File: src/rtl/sdr_pix_pkg.sv
// Shared widths, byte-mask constants, FSM state and FIFO entry layout
// for the SDRAM pixel write front end.
package sdr_pix_pkg;

  localparam int ADDR_W  = 21;
  localparam int DATA_W  = 32;
  localparam int DM_W    = 4;
  localparam int PIX_W   = 16;
  localparam int ENTRY_W = 60;

  localparam logic [DM_W-1:0] DM_FULL = 4'b0000;
  localparam logic [DM_W-1:0] DM_LOW  = 4'b1100;

  typedef enum logic {
    ST_IDLE = 1'b0,
    ST_RUN  = 1'b1
  } state_t;

  // marker_only entries carry only frame-end information and never reach the bus
  typedef struct packed {
    logic              bank;
    logic              marker_only;
    logic              mark;
    logic [DM_W-1:0]   dm;
    logic [ADDR_W-1:0] addr;
    logic [DATA_W-1:0] data;
  } entry_t;

endpackage

File: src/rtl/sdr_pix_writer_if.sv
// Write port toward the SDRAM controller: strobe/address/mask/data plus
// the controller's busy back-pressure.
interface sdr_pix_writer_if;
  import sdr_pix_pkg::*;

  logic              App_wr_en;
  logic [ADDR_W-1:0] App_wr_addr;
  logic [DM_W-1:0]   App_wr_dm;
  logic [DATA_W-1:0] App_wr_din;
  logic              Sdr_busy;

  modport master (
    output App_wr_en, App_wr_addr, App_wr_dm, App_wr_din,
    input  Sdr_busy
  );

  modport slave (
    input  App_wr_en, App_wr_addr, App_wr_dm, App_wr_din,
    output Sdr_busy
  );

endinterface

File: src/rtl/sdr_pix_fifo.sv
// Show-ahead synchronous FIFO: the head entry is visible on dout whenever
// empty is low. Pushes into a full FIFO are ignored.
module sdr_pix_fifo #(
  parameter int DEPTH = 16,
  parameter int WIDTH = 60
) (
  input  logic             clk,
  input  logic             rst,
  input  logic             clr,
  input  logic             push,
  input  logic [WIDTH-1:0] din,
  input  logic             pop,
  output logic [WIDTH-1:0] dout,
  output logic             full,
  output logic             empty
);

  localparam int AW = $clog2(DEPTH);

  logic [WIDTH-1:0] mem [DEPTH];
  logic [AW:0]      wr_ptr;
  logic [AW:0]      rd_ptr;

  assign empty = (wr_ptr == rd_ptr);
  assign full  = (wr_ptr[AW] != rd_ptr[AW]) && (wr_ptr[AW-1:0] == rd_ptr[AW-1:0]);
  assign dout  = mem[rd_ptr[AW-1:0]];

  always_ff @(posedge clk or posedge rst) begin
    if (rst) begin
      wr_ptr <= '0;
      rd_ptr <= '0;
    end else if (clr) begin
      wr_ptr <= '0;
      rd_ptr <= '0;
    end else begin
      if (push && !full) wr_ptr <= wr_ptr + (AW+1)'(1);
      if (pop && !empty) rd_ptr <= rd_ptr + (AW+1)'(1);
    end
  end

  // Storage is data only; pointers alone define which slots are live
  always_ff @(posedge clk) begin
    if (push && !full && !clr) mem[wr_ptr[AW-1:0]] <= din;
  end

endmodule

File: src/rtl/sdr_pix_writer.sv
// Packs RGB565 pixel pairs into 32-bit words, queues them and issues them to
// the SDRAM write port, double-buffering frames across two banks.
module sdr_pix_writer
  import sdr_pix_pkg::*;
#(
  parameter int                FRAME_WORDS = 153600,
  parameter logic [ADDR_W-1:0] BANK1_BASE  = 21'h100000,
  parameter int                FIFO_DEPTH  = 16
) (
  input  logic             Clk,
  input  logic             Rst,
  input  logic             Sdr_init_done,
  input  logic             Pix_vsync,
  input  logic             Pix_vld,
  input  logic [PIX_W-1:0] Pix_data,
  sdr_pix_writer_if.master bus,
  output logic             Wr_bank,
  output logic             Done_bank,
  output logic             Frame_done,
  output logic             Err_ovf,
  output logic             Err_len
);

  state_t             state;
  logic [ADDR_W-1:0]  word_idx;
  logic [ADDR_W-1:0]  cur_addr;
  logic               pend_vld;
  logic [PIX_W-1:0]   pend_pix;
  logic               running;
  logic               in_range;
  logic               push;
  logic               len_hit;
  logic               take_first;
  logic               fifo_clr;
  logic               fifo_full;
  logic               fifo_empty;
  logic               go;
  entry_t             push_ent;
  entry_t             head;
  logic [ENTRY_W-1:0] head_raw;

  always_comb begin
    cur_addr   = (Wr_bank ? BANK1_BASE : '0) + word_idx;
    in_range   = (word_idx < ADDR_W'(FRAME_WORDS));
    running    = (state == ST_RUN) && Sdr_init_done;
    push       = 1'b0;
    push_ent   = '0;
    len_hit    = 1'b0;
    // vsync wins over a simultaneous pixel: close the old frame first
    if (running) begin
      if (Pix_vsync) begin
        push          = 1'b1;
        push_ent.bank = Wr_bank;
        push_ent.mark = 1'b1;
        if (pend_vld && in_range) begin
          push_ent.dm   = DM_LOW;
          push_ent.addr = cur_addr;
          push_ent.data = {16'h0000, pend_pix};
        end else begin
          push_ent.marker_only = 1'b1;
          len_hit              = pend_vld;
        end
      end else if (Pix_vld && pend_vld) begin
        if (in_range) begin
          push          = 1'b1;
          push_ent.bank = Wr_bank;
          push_ent.dm   = DM_FULL;
          push_ent.addr = cur_addr;
          push_ent.data = {Pix_data, pend_pix};
        end else begin
          len_hit = 1'b1;
        end
      end
    end
    take_first = Sdr_init_done && Pix_vld &&
                 (Pix_vsync || ((state == ST_RUN) && !pend_vld));
  end

  assign fifo_clr = (state == ST_RUN) && !Sdr_init_done;

  sdr_pix_fifo #(
    .DEPTH (FIFO_DEPTH),
    .WIDTH (ENTRY_W)
  ) u_fifo (
    .clk   (Clk),
    .rst   (Rst),
    .clr   (fifo_clr),
    .push  (push),
    .din   (push_ent),
    .pop   (go),
    .dout  (head_raw),
    .full  (fifo_full),
    .empty (fifo_empty)
  );

  assign head = entry_t'(head_raw);
  assign go   = !fifo_empty && !bus.Sdr_busy && Sdr_init_done;

  // Bus fields are forced to zero while the FIFO is empty so reset reads as 0
  assign bus.App_wr_en   = go && !head.marker_only;
  assign bus.App_wr_addr = fifo_empty ? '0 : head.addr;
  assign bus.App_wr_dm   = fifo_empty ? '0 : head.dm;
  assign bus.App_wr_din  = fifo_empty ? '0 : head.data;

  always_ff @(posedge Clk or posedge Rst) begin
    if (Rst) begin
      state      <= ST_IDLE;
      word_idx   <= '0;
      pend_vld   <= 1'b0;
      Wr_bank    <= 1'b0;
      Done_bank  <= 1'b0;
      Frame_done <= 1'b0;
      Err_ovf    <= 1'b0;
      Err_len    <= 1'b0;
    end else begin
      Frame_done <= go && head.mark;
      if (go && head.mark) Done_bank <= head.bank;
      if (push && fifo_full) Err_ovf <= 1'b1;
      if (len_hit) Err_len <= 1'b1;
      case (state)
        ST_IDLE: begin
          if (Sdr_init_done && Pix_vsync) begin
            state    <= ST_RUN;
            word_idx <= '0;
            pend_vld <= Pix_vld;
          end
        end
        ST_RUN: begin
          if (!Sdr_init_done) begin
            state    <= ST_IDLE;
            pend_vld <= 1'b0;
          end else if (Pix_vsync) begin
            Wr_bank  <= ~Wr_bank;
            word_idx <= '0;
            pend_vld <= Pix_vld;
          end else if (Pix_vld) begin
            pend_vld <= ~pend_vld;
            if (pend_vld && in_range) word_idx <= word_idx + ADDR_W'(1);
          end
        end
        default: state <= ST_IDLE;
      endcase
    end
  end

  always_ff @(posedge Clk) begin
    if (take_first) pend_pix <= Pix_data;
  end

endmodule

File: src/flat_wrapper.sv
// flat-port wrapper written by rule: the top's interface ports become plain ports
module sdr_pix_writer_flat import sdr_pix_pkg::*;
#(
  parameter int                FRAME_WORDS = 153600,
  parameter logic [ADDR_W-1:0] BANK1_BASE  = 21'h100000,
  parameter int                FIFO_DEPTH  = 16
)
  (Clk, Rst, Sdr_init_done, Pix_vsync, Pix_vld, Pix_data, Wr_bank, Done_bank, Frame_done, Err_ovf, Err_len, bus_App_wr_en, bus_App_wr_addr, bus_App_wr_dm, bus_App_wr_din, bus_Sdr_busy);
  sdr_pix_writer_if bus_i ();
  input  logic Clk;
  input  logic Rst;
  input  logic Sdr_init_done;
  input  logic Pix_vsync;
  input  logic Pix_vld;
  input  logic [PIX_W-1:0] Pix_data;
  output logic Wr_bank;
  output logic Done_bank;
  output logic Frame_done;
  output logic Err_ovf;
  output logic Err_len;
  output wire logic [$bits(bus_i.App_wr_en)-1:0] bus_App_wr_en;
  output wire logic [$bits(bus_i.App_wr_addr)-1:0] bus_App_wr_addr;
  output wire logic [$bits(bus_i.App_wr_dm)-1:0] bus_App_wr_dm;
  output wire logic [$bits(bus_i.App_wr_din)-1:0] bus_App_wr_din;
  input wire logic [$bits(bus_i.Sdr_busy)-1:0] bus_Sdr_busy;
  assign bus_App_wr_en = bus_i.App_wr_en;
  assign bus_App_wr_addr = bus_i.App_wr_addr;
  assign bus_App_wr_dm = bus_i.App_wr_dm;
  assign bus_App_wr_din = bus_i.App_wr_din;
  assign bus_i.Sdr_busy = bus_Sdr_busy;
  sdr_pix_writer #(.FRAME_WORDS(FRAME_WORDS), .BANK1_BASE(BANK1_BASE), .FIFO_DEPTH(FIFO_DEPTH)) u_core (.Clk(Clk), .Rst(Rst), .Sdr_init_done(Sdr_init_done), .Pix_vsync(Pix_vsync), .Pix_vld(Pix_vld), .Pix_data(Pix_data), .bus(bus_i), .Wr_bank(Wr_bank), .Done_bank(Done_bank), .Frame_done(Frame_done), .Err_ovf(Err_ovf), .Err_len(Err_len));
endmodule
File: config.mk
export PLATFORM = sky130hd
export DESIGN_NAME = sdr_pix_writer_flat
export DESIGN_NICKNAME = d
export VERILOG_FILES = /design/src/rtl/sdr_pix_pkg.sv /design/src/rtl/sdr_pix_writer_if.sv /design/src/rtl/sdr_pix_fifo.sv /design/src/rtl/sdr_pix_writer.sv /design/src/flat_wrapper.sv
export SDC_FILE = /design/constraint.sdc
export NUM_CORES = 1
export LEC_CHECK = 0
export CAP_MARGIN = 20
export CELL_PAD_IN_SITES_DETAIL_PLACEMENT = 1
export CELL_PAD_IN_SITES_GLOBAL_PLACEMENT = 1
export CORE_ASPECT_RATIO = 0.5
export CORE_UTILIZATION = 40
export DETAILED_ROUTE_END_ITERATION = 16
export GPL_TIMING_DRIVEN = 0
export PLACE_DENSITY_LB_ADDON = 0.1
export SYNTH_ARGS = -nofsm -noshare
export SYNTH_HDL_FRONTEND = slang
export SYNTH_SLANG_ARGS = --single-unit
File: constraint.sdc
create_clock -name Clk -period 15.2 [get_ports Clk]
set_input_delay 3.04 -clock Clk [delete_from_list [all_inputs] [get_ports Clk]]
set_output_delay 3.04 -clock Clk [all_outputs]
set_load 0.1 [all_outputs]
==> results by group <==
Outcome
  – Status: completed

Clocking
  – Clock-pin slew on the worst setup and hold paths: roughly 0.06 ns
  – CTS tree: yes
  – CTS resizes: 0
  – CTS max path bufs: 3
  – Hold buffer count at cts: 0
  – TritonCTS Buffers: 88
  – Root Buffer: clkbuf_16
  – Post-CTS Setup Bufs: 0
  – Clock Sinks: just under 1000
  – H-tree depth: 3
  – Clk_lat worst skew: 0.68 ns

Worst setup path
  – Critical path class: primary input to output port
  – FF-to-FF path depth: 10
  – Worst-path maximum fanout: 6
  – CP max-delay cell: clkdlybuf4s50_1
  – Reg-to-reg setup timing slack: ~11 ns
  – Worst path cell trace: clkdlybuf4s50_1, nand2b_1, nor3_1, clkdlybuf4s50_1
  – Critical Path Source Type: primary input
  – CP endpoint kind: output port
  – Launch point of the worst reg-to-reg path: u_core.state
  – WP data required: 12.16 ns
  – Most used cell, CP: clkdlybuf4s50_1
  – Worst path max stage delay: 1.17 ns
  – Worst r2r dst: u_core.u_fifo.mem[2][16]
  – Critical path arrival: roughly 5.3 ns

Global route
  – Vias in the first global route: 19400
  – Tot GR Track Use: approximately 22%
  – Overflow after GRT: 0
  – Antenna violations before repair: 3
  – Global-route wire length before repair: around 140000 microns
  – Pin count of the biggest net entering global routing: 39

Logic synthesis
  – Synth Warn #: 0
  – Top cells by count, synth: 928 x edfxtp_1, 284 x mux4_2, 59 x nor2b_1
  – Most numerous cell in the Yosys netlist: edfxtp_1
  – Cell variety after synth: 49
  – Yosys reg bits: between 900 and 1000
  – Post-synth top area cell: edfxtp_1
  – Synth area leaders: edfxtp_1 74%, mux4_2 17%, dfrtp_1 2.5%, nor2b_1 0.98%, and2_1 0.65%
  – Synth Flop Type: edfxtp_1
  – Synthesized area: 37600 sq um
  – Ys async rst share: 3.93%
  – Synthesized netlist cell count: around 1700
  – Syn avg cell area: 22.8 sq um
  – Synth top area share: 74.1%
  – Number of flops mapped to enable cells by yosys: approximately 930
  – Register area share after synthesis: between 70% and 80%

Die
  – Core Box Area: 93100 sq um
  – Row count: between 70 and 80
  – Die area: 95400 sq um
  – Initial Util: 40.4%
  – DIE WIDTH: ~440 microns
  – # IOs: 85
  – Die H: 219 microns

STA
  – Worst slew pin tran: between 1 and 1.5 ns
  – Peak Freq: 0.119 GHz
  – Clk_skew: 0.0178 ns
  – Max-slew violation count: 0
  – Post-route clock period utilization: ~55%
  – Setup-failing EPs final: 0
  – Max transition margin: 23.0%
  – Unrepaired setup endpoints after global routing: no
  – Slack of the critical path: 6.82 ns
  – Min Hold Slack: approximately 0.48 ns
  – Setup TNS: 0 ns
  – Tmin final: 8.38 ns
  – Final Hold Vio Count: 0

Power
  – VDD IR max: roughly 120 uV
  – P_leak: 14.4 nW
  – Final Power: 7.71 mW
  – Pwr per Cell Area: 173 nW/um^2

Min path
  – Worst hold stages: 1
  – Worst hold path endpoint: u_core.word_idx[18]
  – Worst hold path class: flip-flop to flip-flop
  – Hold path startpoint: u_core.word_idx[18]

Routing
  – Vias: roughly 18000
  – WL/cell: ~31 microns
  – DR pass1 iterations: 6
  – # DRC: 0
  – Post-route ant nets: 0
  – Via density: 5.58
  – DRT iter0 DRCs: approximately 2000
  – Final wirelength: around 100000 microns

Flow run
  – Max cap viols: 0

Layout
  – # fillers: 8319
  – Post-route cell area: 44500 sq um
  – # nets final: 1969
  – Share of cells above drive strength 1: 27.6%
  – Core Util, Final: a little under half
  – Area Growth Syn to Fin: 18.2%
  – Cell Count, Final, Fillers Out: between 3000 and 4000

Placed design
  – Final GP Congestion: 0.750
  – Placed insts: 3105
  – Post-DP HPWL: 65000 microns
  – Dpl cell area: 41700 sq um
  – Number of port buffers: 81
  – Pre-CTS setup slack: 6.80 ns
how the worst max path moves through the flow:
stage,slack (ns),cells after the start,start,endpoint
finish,6.82,4,Sdr_init_done,bus_App_wr_en
global route,6.76,4,Sdr_init_done,bus_App_wr_en
CTS,6.78,4,Sdr_init_done,bus_App_wr_en
detailed placement,6.80,4,Sdr_init_done,bus_App_wr_en
global placement,-1.13,6,Sdr_init_done,u_core.u_fifo.mem[0][12]
floorplan,6.55,5,Sdr_init_done,u_core.u_fifo.mem[0][0]
power breakdown:
part	switching, mW	total [mW]	internal, mW
Combinational	1.77	2.60	0.832
Sequential	0.0173	2.94	2.92
Clock	0.979	2.17	1.19
worst max-delay path, delay by kind of cell:
| family | cells | cell delay [ns] |
|---|---|---|
| and+or+nand+nor | 2 | 0.53 |
| buffers and inverters | 2 | 1.77 |
registers in the layout, summed over array words and instances, names as in the netlist:
register	count
u_core.u_fifo.mem	912
u_core.word_idx	21
u_core.pend_pix	16
u_core.u_fifo.rd_ptr	5
u_core.u_fifo.wr_ptr	5
u_core.Done_bank	1
u_core.Err_len	1
u_core.Err_ovf	1
u_core.Frame_done	1
u_core.Wr_bank	1
u_core.pend_vld	1
u_core.state	1
placed cells by master, fill, tap and decap left out, types with 17 or more instances in the layout:
| master | instances |
|---|---|
| buf_6 | 35 |
| clkinv_2 | 17 |
| nor2_1 | 19 |
| buf_12 | 22 |
| and2_1 | 39 |
| clkdlybuf4s50_1 | 81 |
| edfxtp_1 | 928 |
| conb_1 | 34 |
| clkinv_1 | 27 |
| clkbuf_1 | 69 |
| buf_2 | 28 |
| buf_16 | 18 |
| and3_1 | 22 |
| clkbuf_16 | 94 |
| dfrtp_1 | 38 |
| nand2_1 | 20 |
| mux4_2 | 284 |
| nor2b_1 | 59 |
area by class of cell:
class / instances / area (sq um) / share of cell area, %
Inverter: 13 / 51.3 / 0.115
Antenna cell: 1 / 2.50 / 0.00563
Tap cell: 1255 / 1570 / 3.53
Buffer: 95 / 424 / 0.954
Sequential cell: 966 / 28800 / 64.8
Timing Repair Buffer: 168 / 2300 / 5.18
Clock inverter: 52 / 345 / 0.776
Multi-Input combinational cell: 609 / 8560 / 19.2
Clock buffer: 108 / 2400 / 5.41
kinds of logic (layout without fill, tap and decap cells):
family / after synthesis / after routing / synth area share, %
AOI/OAI and AO/OA: 51 / 51 / 1.12
buffers and inverters: 108 / 436 / 1.26
other: 1 / 35 / 0.00997
muxes: 296 / 296 / 17.3
DFF: 966 / 966 / 76.6
and+or+nand+nor: 204 / 204 / 3.06
adders and majority gates: 6 / 6 / 0.200
xor gates and xnor gates: 18 / 18 / 0.419
routing by layer:
metal  vias up  wire (microns)  global-route usage [%]
met5         -               0                       0
met4         0            2110                    5.04
met3       138            5170                    3.66
met2       557           48400                    34.3
met1     10100           46200                    31.3
li1       7486               -                       -
(Power assumes the default switching activity.)
